$ cat config.mk
export PLATFORM = sky130hd
export DESIGN_NAME = vga_frame_painter
export DESIGN_NICKNAME = d
export VERILOG_FILES = /design/src/rtl/vga_frame_painter.sv
export SDC_FILE = /design/constraint.sdc
export NUM_CORES = 1
export LEC_CHECK = 0
export ABC_AREA = 1
export CAP_MARGIN = 20
export CORE_MARGIN = 4
export CORE_UTILIZATION = 44
export DETAILED_ROUTE_END_ITERATION = 8
export PLACE_DENSITY = 0.69
export SLEW_MARGIN = 30
export SYNTH_ARGS = -nofsm -noshare
export SYNTH_HDL_FRONTEND = slang
export SYNTH_SLANG_ARGS = --single-unit
$ cat constraint.sdc
create_clock -name clk -period 2.7 [get_ports clk]
set_input_delay 0.54 -clock clk [delete_from_list [all_inputs] [get_ports clk]]
set_output_delay 0.54 -clock clk [all_outputs]
set_load 0.03 [all_outputs]
$ cat src/rtl/vga_frame_painter.sv
// rtl/vga_frame_painter.sv - copies one ROM image per V_SYNC frame into a framebuffer, with a 4x4 cursor overlay
module vga_frame_painter #(
  parameter int H_RES = 320,
  parameter int V_RES = 240,
  parameter int COLOR_W = 3,
  parameter int NUM_SCREENS = 4,
  parameter int ROM_LAT = 1,
  parameter logic [COLOR_W-1:0] CURSOR_COLOR = '1,
  localparam int SEL_W = (NUM_SCREENS > 1) ? $clog2(NUM_SCREENS) : 1,
  localparam int XW = (H_RES > 1) ? $clog2(H_RES) : 1,
  localparam int YW = (V_RES > 1) ? $clog2(V_RES) : 1,
  localparam int AW = (H_RES * V_RES > 1) ? $clog2(H_RES * V_RES) : 1
) (
  input  logic               clk,
  input  logic               iReset,
  input  logic               V_SYNC,
  input  logic [SEL_W-1:0]   iScreenSel,
  input  logic               iSelValid,
  input  logic               iCursorEn,
  input  logic [XW-1:0]      iCursorX,
  input  logic [YW-1:0]      iCursorY,
  output logic [SEL_W-1:0]   oRomScreen,
  output logic [AW-1:0]      oRomAddr,
  input  logic [COLOR_W-1:0] iRomData,
  output logic [XW-1:0]      x,
  output logic [YW-1:0]      y,
  output logic [COLOR_W-1:0] color,
  output logic               writeEn,
  output logic               oBusy,
  output logic               oFrameDone,
  output logic               oFrameMissed
);

  typedef enum logic [1:0] {IDLE, FETCH, DRAW} state_t;
  state_t state, state_nxt;

  logic       vs_q, vs_prev;
  logic [1:0] vs_live;
  logic       frame_start, start, last_write, iss_last;
  logic [2:0] fetch_cnt;

  logic             iss_valid;
  logic [XW-1:0]    ix;
  logic [YW-1:0]    iy;
  logic [SEL_W-1:0] pending;
  logic             cur_en;
  logic [XW-1:0]    cur_x;
  logic [YW-1:0]    cur_y;

  logic [XW-1:0]      tag_x [ROM_LAT];
  logic [YW-1:0]      tag_y [ROM_LAT];
  logic [ROM_LAT-1:0] tag_v;

  // vs_live blocks edges until vs_prev holds a real post-reset sample,
  // so a V_SYNC already low at reset release does not start a frame
  always_ff @(posedge clk) begin
    if (iReset) begin
      vs_q    <= 1'b1;
      vs_prev <= 1'b1;
      vs_live <= 2'b00;
    end else begin
      vs_q    <= V_SYNC;
      vs_prev <= vs_q;
      vs_live <= {vs_live[0], 1'b1};
    end
  end

  assign frame_start = vs_live[1] & vs_prev & ~vs_q;
  assign last_write  = writeEn && (x == XW'(H_RES - 1)) && (y == YW'(V_RES - 1));
  assign iss_last    = (ix == XW'(H_RES - 1)) && (iy == YW'(V_RES - 1));

  always_ff @(posedge clk) begin
    if (iReset) begin
      state     <= IDLE;
      fetch_cnt <= 3'd0;
    end else begin
      state     <= state_nxt;
      fetch_cnt <= (state == FETCH) ? fetch_cnt + 3'd1 : 3'd0;
    end
  end

  always_comb begin
    state_nxt    = state;
    start        = 1'b0;
    oBusy        = 1'b0;
    oFrameMissed = 1'b0;
    case (state)
      IDLE: begin
        if (frame_start) begin
          state_nxt = FETCH;
          start     = 1'b1;
        end
      end
      FETCH: begin
        oBusy        = 1'b1;
        oFrameMissed = frame_start;
        if (fetch_cnt == 3'(ROM_LAT - 1)) state_nxt = DRAW;
      end
      DRAW: begin
        oBusy        = 1'b1;
        oFrameMissed = frame_start;
        if (last_write) state_nxt = IDLE;
      end
      default: state_nxt = IDLE;
    endcase
  end

  always_ff @(posedge clk) begin
    if (iReset) begin
      pending    <= '0;
      oRomScreen <= '0;
      cur_en     <= 1'b0;
      cur_x      <= '0;
      cur_y      <= '0;
      iss_valid  <= 1'b0;
      ix         <= '0;
      iy         <= '0;
      oRomAddr   <= '0;
    end else begin
      if (iSelValid && (int'(iScreenSel) < NUM_SCREENS)) pending <= iScreenSel;
      if (start) begin
        oRomScreen <= pending;
        cur_en     <= iCursorEn;
        cur_x      <= iCursorX;
        cur_y      <= iCursorY;
        iss_valid  <= 1'b1;
        ix         <= '0;
        iy         <= '0;
        oRomAddr   <= '0;
      end else if (iss_valid) begin
        // counters hold on the last pixel so the address never leaves the image
        if (iss_last) begin
          iss_valid <= 1'b0;
        end else begin
          oRomAddr <= oRomAddr + AW'(1);
          if (ix == XW'(H_RES - 1)) begin
            ix <= '0;
            iy <= iy + YW'(1);
          end else begin
            ix <= ix + XW'(1);
          end
        end
      end
    end
  end

  always_ff @(posedge clk) begin
    if (iReset) begin
      tag_v <= '0;
      for (int i = 0; i < ROM_LAT; i++) begin
        tag_x[i] <= '0;
        tag_y[i] <= '0;
      end
    end else begin
      tag_v[0] <= iss_valid;
      tag_x[0] <= ix;
      tag_y[0] <= iy;
      for (int i = 1; i < ROM_LAT; i++) begin
        tag_v[i] <= tag_v[i-1];
        tag_x[i] <= tag_x[i-1];
        tag_y[i] <= tag_y[i-1];
      end
    end
  end

  always_ff @(posedge clk) begin
    if (iReset) oFrameDone <= 1'b0;
    else        oFrameDone <= last_write;
  end

  assign writeEn = tag_v[ROM_LAT-1];
  assign x       = tag_x[ROM_LAT-1];
  assign y       = tag_y[ROM_LAT-1];

  // widened compares clip the cursor at the right/bottom edge instead of wrapping
  logic hit;
  assign hit = cur_en
            && ({2'b00, x} >= {2'b00, cur_x}) && ({2'b00, x} <= {2'b00, cur_x} + (XW+2)'(3))
            && ({2'b00, y} >= {2'b00, cur_y}) && ({2'b00, y} <= {2'b00, cur_y} + (YW+2)'(3));

  assign color = hit ? CURSOR_COLOR : iRomData;

endmodule

==> summary.md <==
| Metric | Value |
|---|---|
| Worst skew pair latency | `0.35 ns` |
| Starting Density | `45.8%` |
| DR iter-0 viols | `175` |
| Pint | `around 0.0019 W` |
| Hold Worst Slack | `0.405 ns` |
| Sw Share | `25.1%` |
| Antenna violations before repair | `0` |
| CP Capture Type | `primary output` |
| Count of unique library cells instantiated by Yosys | `29` |
| Slew @ Worst Pin | `0.430 ns` |
| Leak pwr | `between 2 and 2.5 nW` |
| Worst Path Max Fanout | `3` |
| Max-cap violations | `0` |
| Cells after Synth | `656` |
| Hold-fix buffers, CTS | `0` |
| Mean Syn Cell Area | `7.31 µm²` |
| Most common cell after layout, fill and taps aside | `nand2_1` |
| Setup TNS | `-1.45 ns` |
| PwrDens | `426 nW/µm²` |
| Avg Vias per Cell | `5.02` |
| Synthesized area | `4800 µm²` |
| H-tree levels | `3` |
| # rows | `37` |
| Gate power share | `12.0%` |
| Core area | `~10000 µm²` |
| Worst path cell trace | `inv_2 -> ha_4 -> or2_4 -> nor3_4 -> nand3_2 -> xor2_1 -> ha_1 -> nand3_2 -> nor3b_2 -> nor2_1 -> nand2_1 -> nand4_1 -> nand2_2 -> buf_6` |
| RSZ-0062 raised after global routing | `yes` |
| F_max | `0.313 GHz` |
| Syn nets | `728` |
| CP startpoint kind | `flip-flop` |
| Relative slew slack | `71.1%` |
| Max Transition Viols Final | `0` |
| DRT Pass-1 Iters | `4` |
| Area grow syn2layout | `25.3%` |
| Clock sinks | `85` |
| Number of I/O pins | `70` |
| Slack of the critical path | `-0.492 ns` |
| WP data required | `roughly 2.2 ns` |
| Ratio of cells with drive above 1 in the final layout | `around an eighth` |
| Die height | `112 µm` |
| ANT nets after route | `0` |
| Commonest non-fill, non-tap cells in the layout | `137 x nand2_1, 86 x inv_1, 83 x dfxtp_1` |
| Crit-path slowest cell | `dfxtp_2` |
| Die area | `12600 µm²` |
| DRC | `0` |
| Setup Viol. Count Final | `3` |
| Fill cells | `1016` |
| Largest net degree at the start of global routing | `40` |
| Total grt overflow | `0` |
| Failing checks | `negative setup slack` |
| Peak VDD IR | `216 µV` |
| Synthesis Warnings | `0` |
| Vias in the first global route | `between 4k and 5k` |
| Reg area | `between 1500 and 2000 µm²` |
| NumNets Final | `813` |
| Final period util | `118%` |
| Post-synth top area cell | `dfxtp_1` |
| DP Wirelength | `8.67 mm` |
| Sequential element share of the synthesized area | `35.5%` |
| Status | `finished, violations left` |
| DRT Wirelength | `11.7 mm` |
| Clock Tree Buf Depth | `2` |
| Top cell type's share of synthesized area | `35.5%` |
| Worst EP arrival | `2.65 ns` |
| Fin. Hold Viols | `0` |
| Psw | `0.000642 W` |
| Die width | `112 µm` |
| Sequential fraction of design power | `between 50% and 60%` |
| Most used cell, CP | `nand3_2` |
| Area of the multi-input gates | `2730 µm²` |
| #FFs+latches synth | `85` |
| Dpl ws | `-0.234 ns` |
| CTS tree | `built` |
| Minimum clock period | `~3.2 ns` |
| First-pass GRT wire length | `19.6 mm` |
| Cts bufs inserted | `9` |
| Slowest cell delay on critical path | `approximately 0.34 ns` |
| Power share of the clock group | `a little under two fifths` |
| # diodes | `0` |
| GRT Total Usage | `about a fifth` |
| Clock skew | `0.0112 ns` |
| Clock-pin slew on the worst setup and hold paths | `0.09 ns` |
| Min-Delay Path Class | `flip-flop to flip-flop` |
| RePlAce Congestion | `0.868` |
| Setup CP Type | `flip-flop to primary output` |
| Dominant cells by area after synthesis | `dfxtp_1 35%, ha_1 12%, nand2_1 11%` |
| PortBufs | `69` |
| Routed length per instance | `13.2 µm` |
| Root Driver | `clkbuf_8` |
| Vias | `4415` |
-- sequential cells by signal (all words and copies together), names as in the netlist --
register	flops
tag_x	9
vs_q	1
iy	8
pending	2
vs_live	2
vs_prev	1
fetch_cnt	3
state	2
cur_y	8
cur_en	1
cur_x	9
writeEn	1
iss_valid	1
oRomAddr	17
ix	9
oRomScreen	2
tag_y	8
oFrameDone	1
-- cell families (layout without fill, tap and decap cells) --
kind of cell	Yosys count	count (layout)	share of synthesized area, %
AOI/OAI and AO/OA	96	96	11.4
adders and majority gates	45	45	11.7
and+or+nand+nor	291	291	26.2
xor gates and xnor gates	32	32	5.84
DFF	85	85	35.5
buffers and inverters	107	195	9.34
-- critical path: cells and delay by family, from the launching register on --
family,cells,cell delay [ns]
adder cells (fa/ha/maj),2,0.48
flip-flops,1,0.34
XOR/XNOR,1,0.15
buffers and inverters,2,0.18
AND/OR/NAND/NOR,9,1.14
-- per-layer routing --
layer,wire length [µm],track usage (%)
met5,0,0
met4,199,6.01
met3,491,4.26
met2,5490,31.8
met1,5470,23.6
-- power groups by stage --
stage,sequential [W],clock (W),combinational [W]
CTS,0.00130,0.000986,0.000309
detailed placement,0.00133,0,0.000297
global route,0.00130,0.00103,0.000344
global placement,0.00133,0,0.000288
finish,0.00130,0.000956,0.000307
floorplan,0.00133,0,0.000187
-- synth_stat cells --
cell type and count:
inv_2 2, o21ai_0 29, dfxtp_1 85, buf_12 2, or2_2 4, nand3_1 30, a21o_1 2, nand4_1 11
and3_1 3, o21a_1 1, nor3b_1 3, xor2_1 29, nand2_1 141, nor2_2 1, buf_4 1, nand3b_1 3
nand2_2 8, ha_1 45, nor3_1 17, nand3_2 1, xnor2_1 3, nor2_1 68, clkbuf_1 11, inv_1 88
buf_2 2, a21oi_2 16, buf_6 1, a21oi_1 48, nor2_4 1
-- final timing paths --
kind	slack (ns)	from	cells past startpoint	endpoint
hold / removal	0.41	vs_live[0]	2	vs_live[1]
setup / recovery	-0.49	cur_x[1]	14	color[0]
setup reg to reg	0.73	ix[0]	9	iy[2]
hold reg to reg	0.41	vs_live[0]	2	vs_live[1]
-- area by class of cell --
type / count / area share, %
clock buffer: 9 / 2.06
sequential: 85 / 28.4
clock inverter: 5 / 1.29
multi-input combinational: 464 / 45.4
timing repair buffer: 91 / 14.4
tap: 136 / 2.83
inverter: 90 / 5.62
-- timing repair --
item,CTS,global route
gates resized for setup,15,0
setup endpoints to repair,3,3
pin swaps,16,6
buffers inserted,2,0
-- metrics by stage --
stage          util (%)  area [µm²]  total power (W)  std cells
3_5_place_dp       54.8        5730          0.00162        864
6_report           57.4        6010          0.00256        880
2_1_floorplan         -        4840          0.00151        656
3_3_place_gp       54.8        5730          0.00161        864
5_1_grt            57.4        6010          0.00268        880
4_1_cts            57.4        6010          0.00259        880
Power figures use the tool's default switching activity.
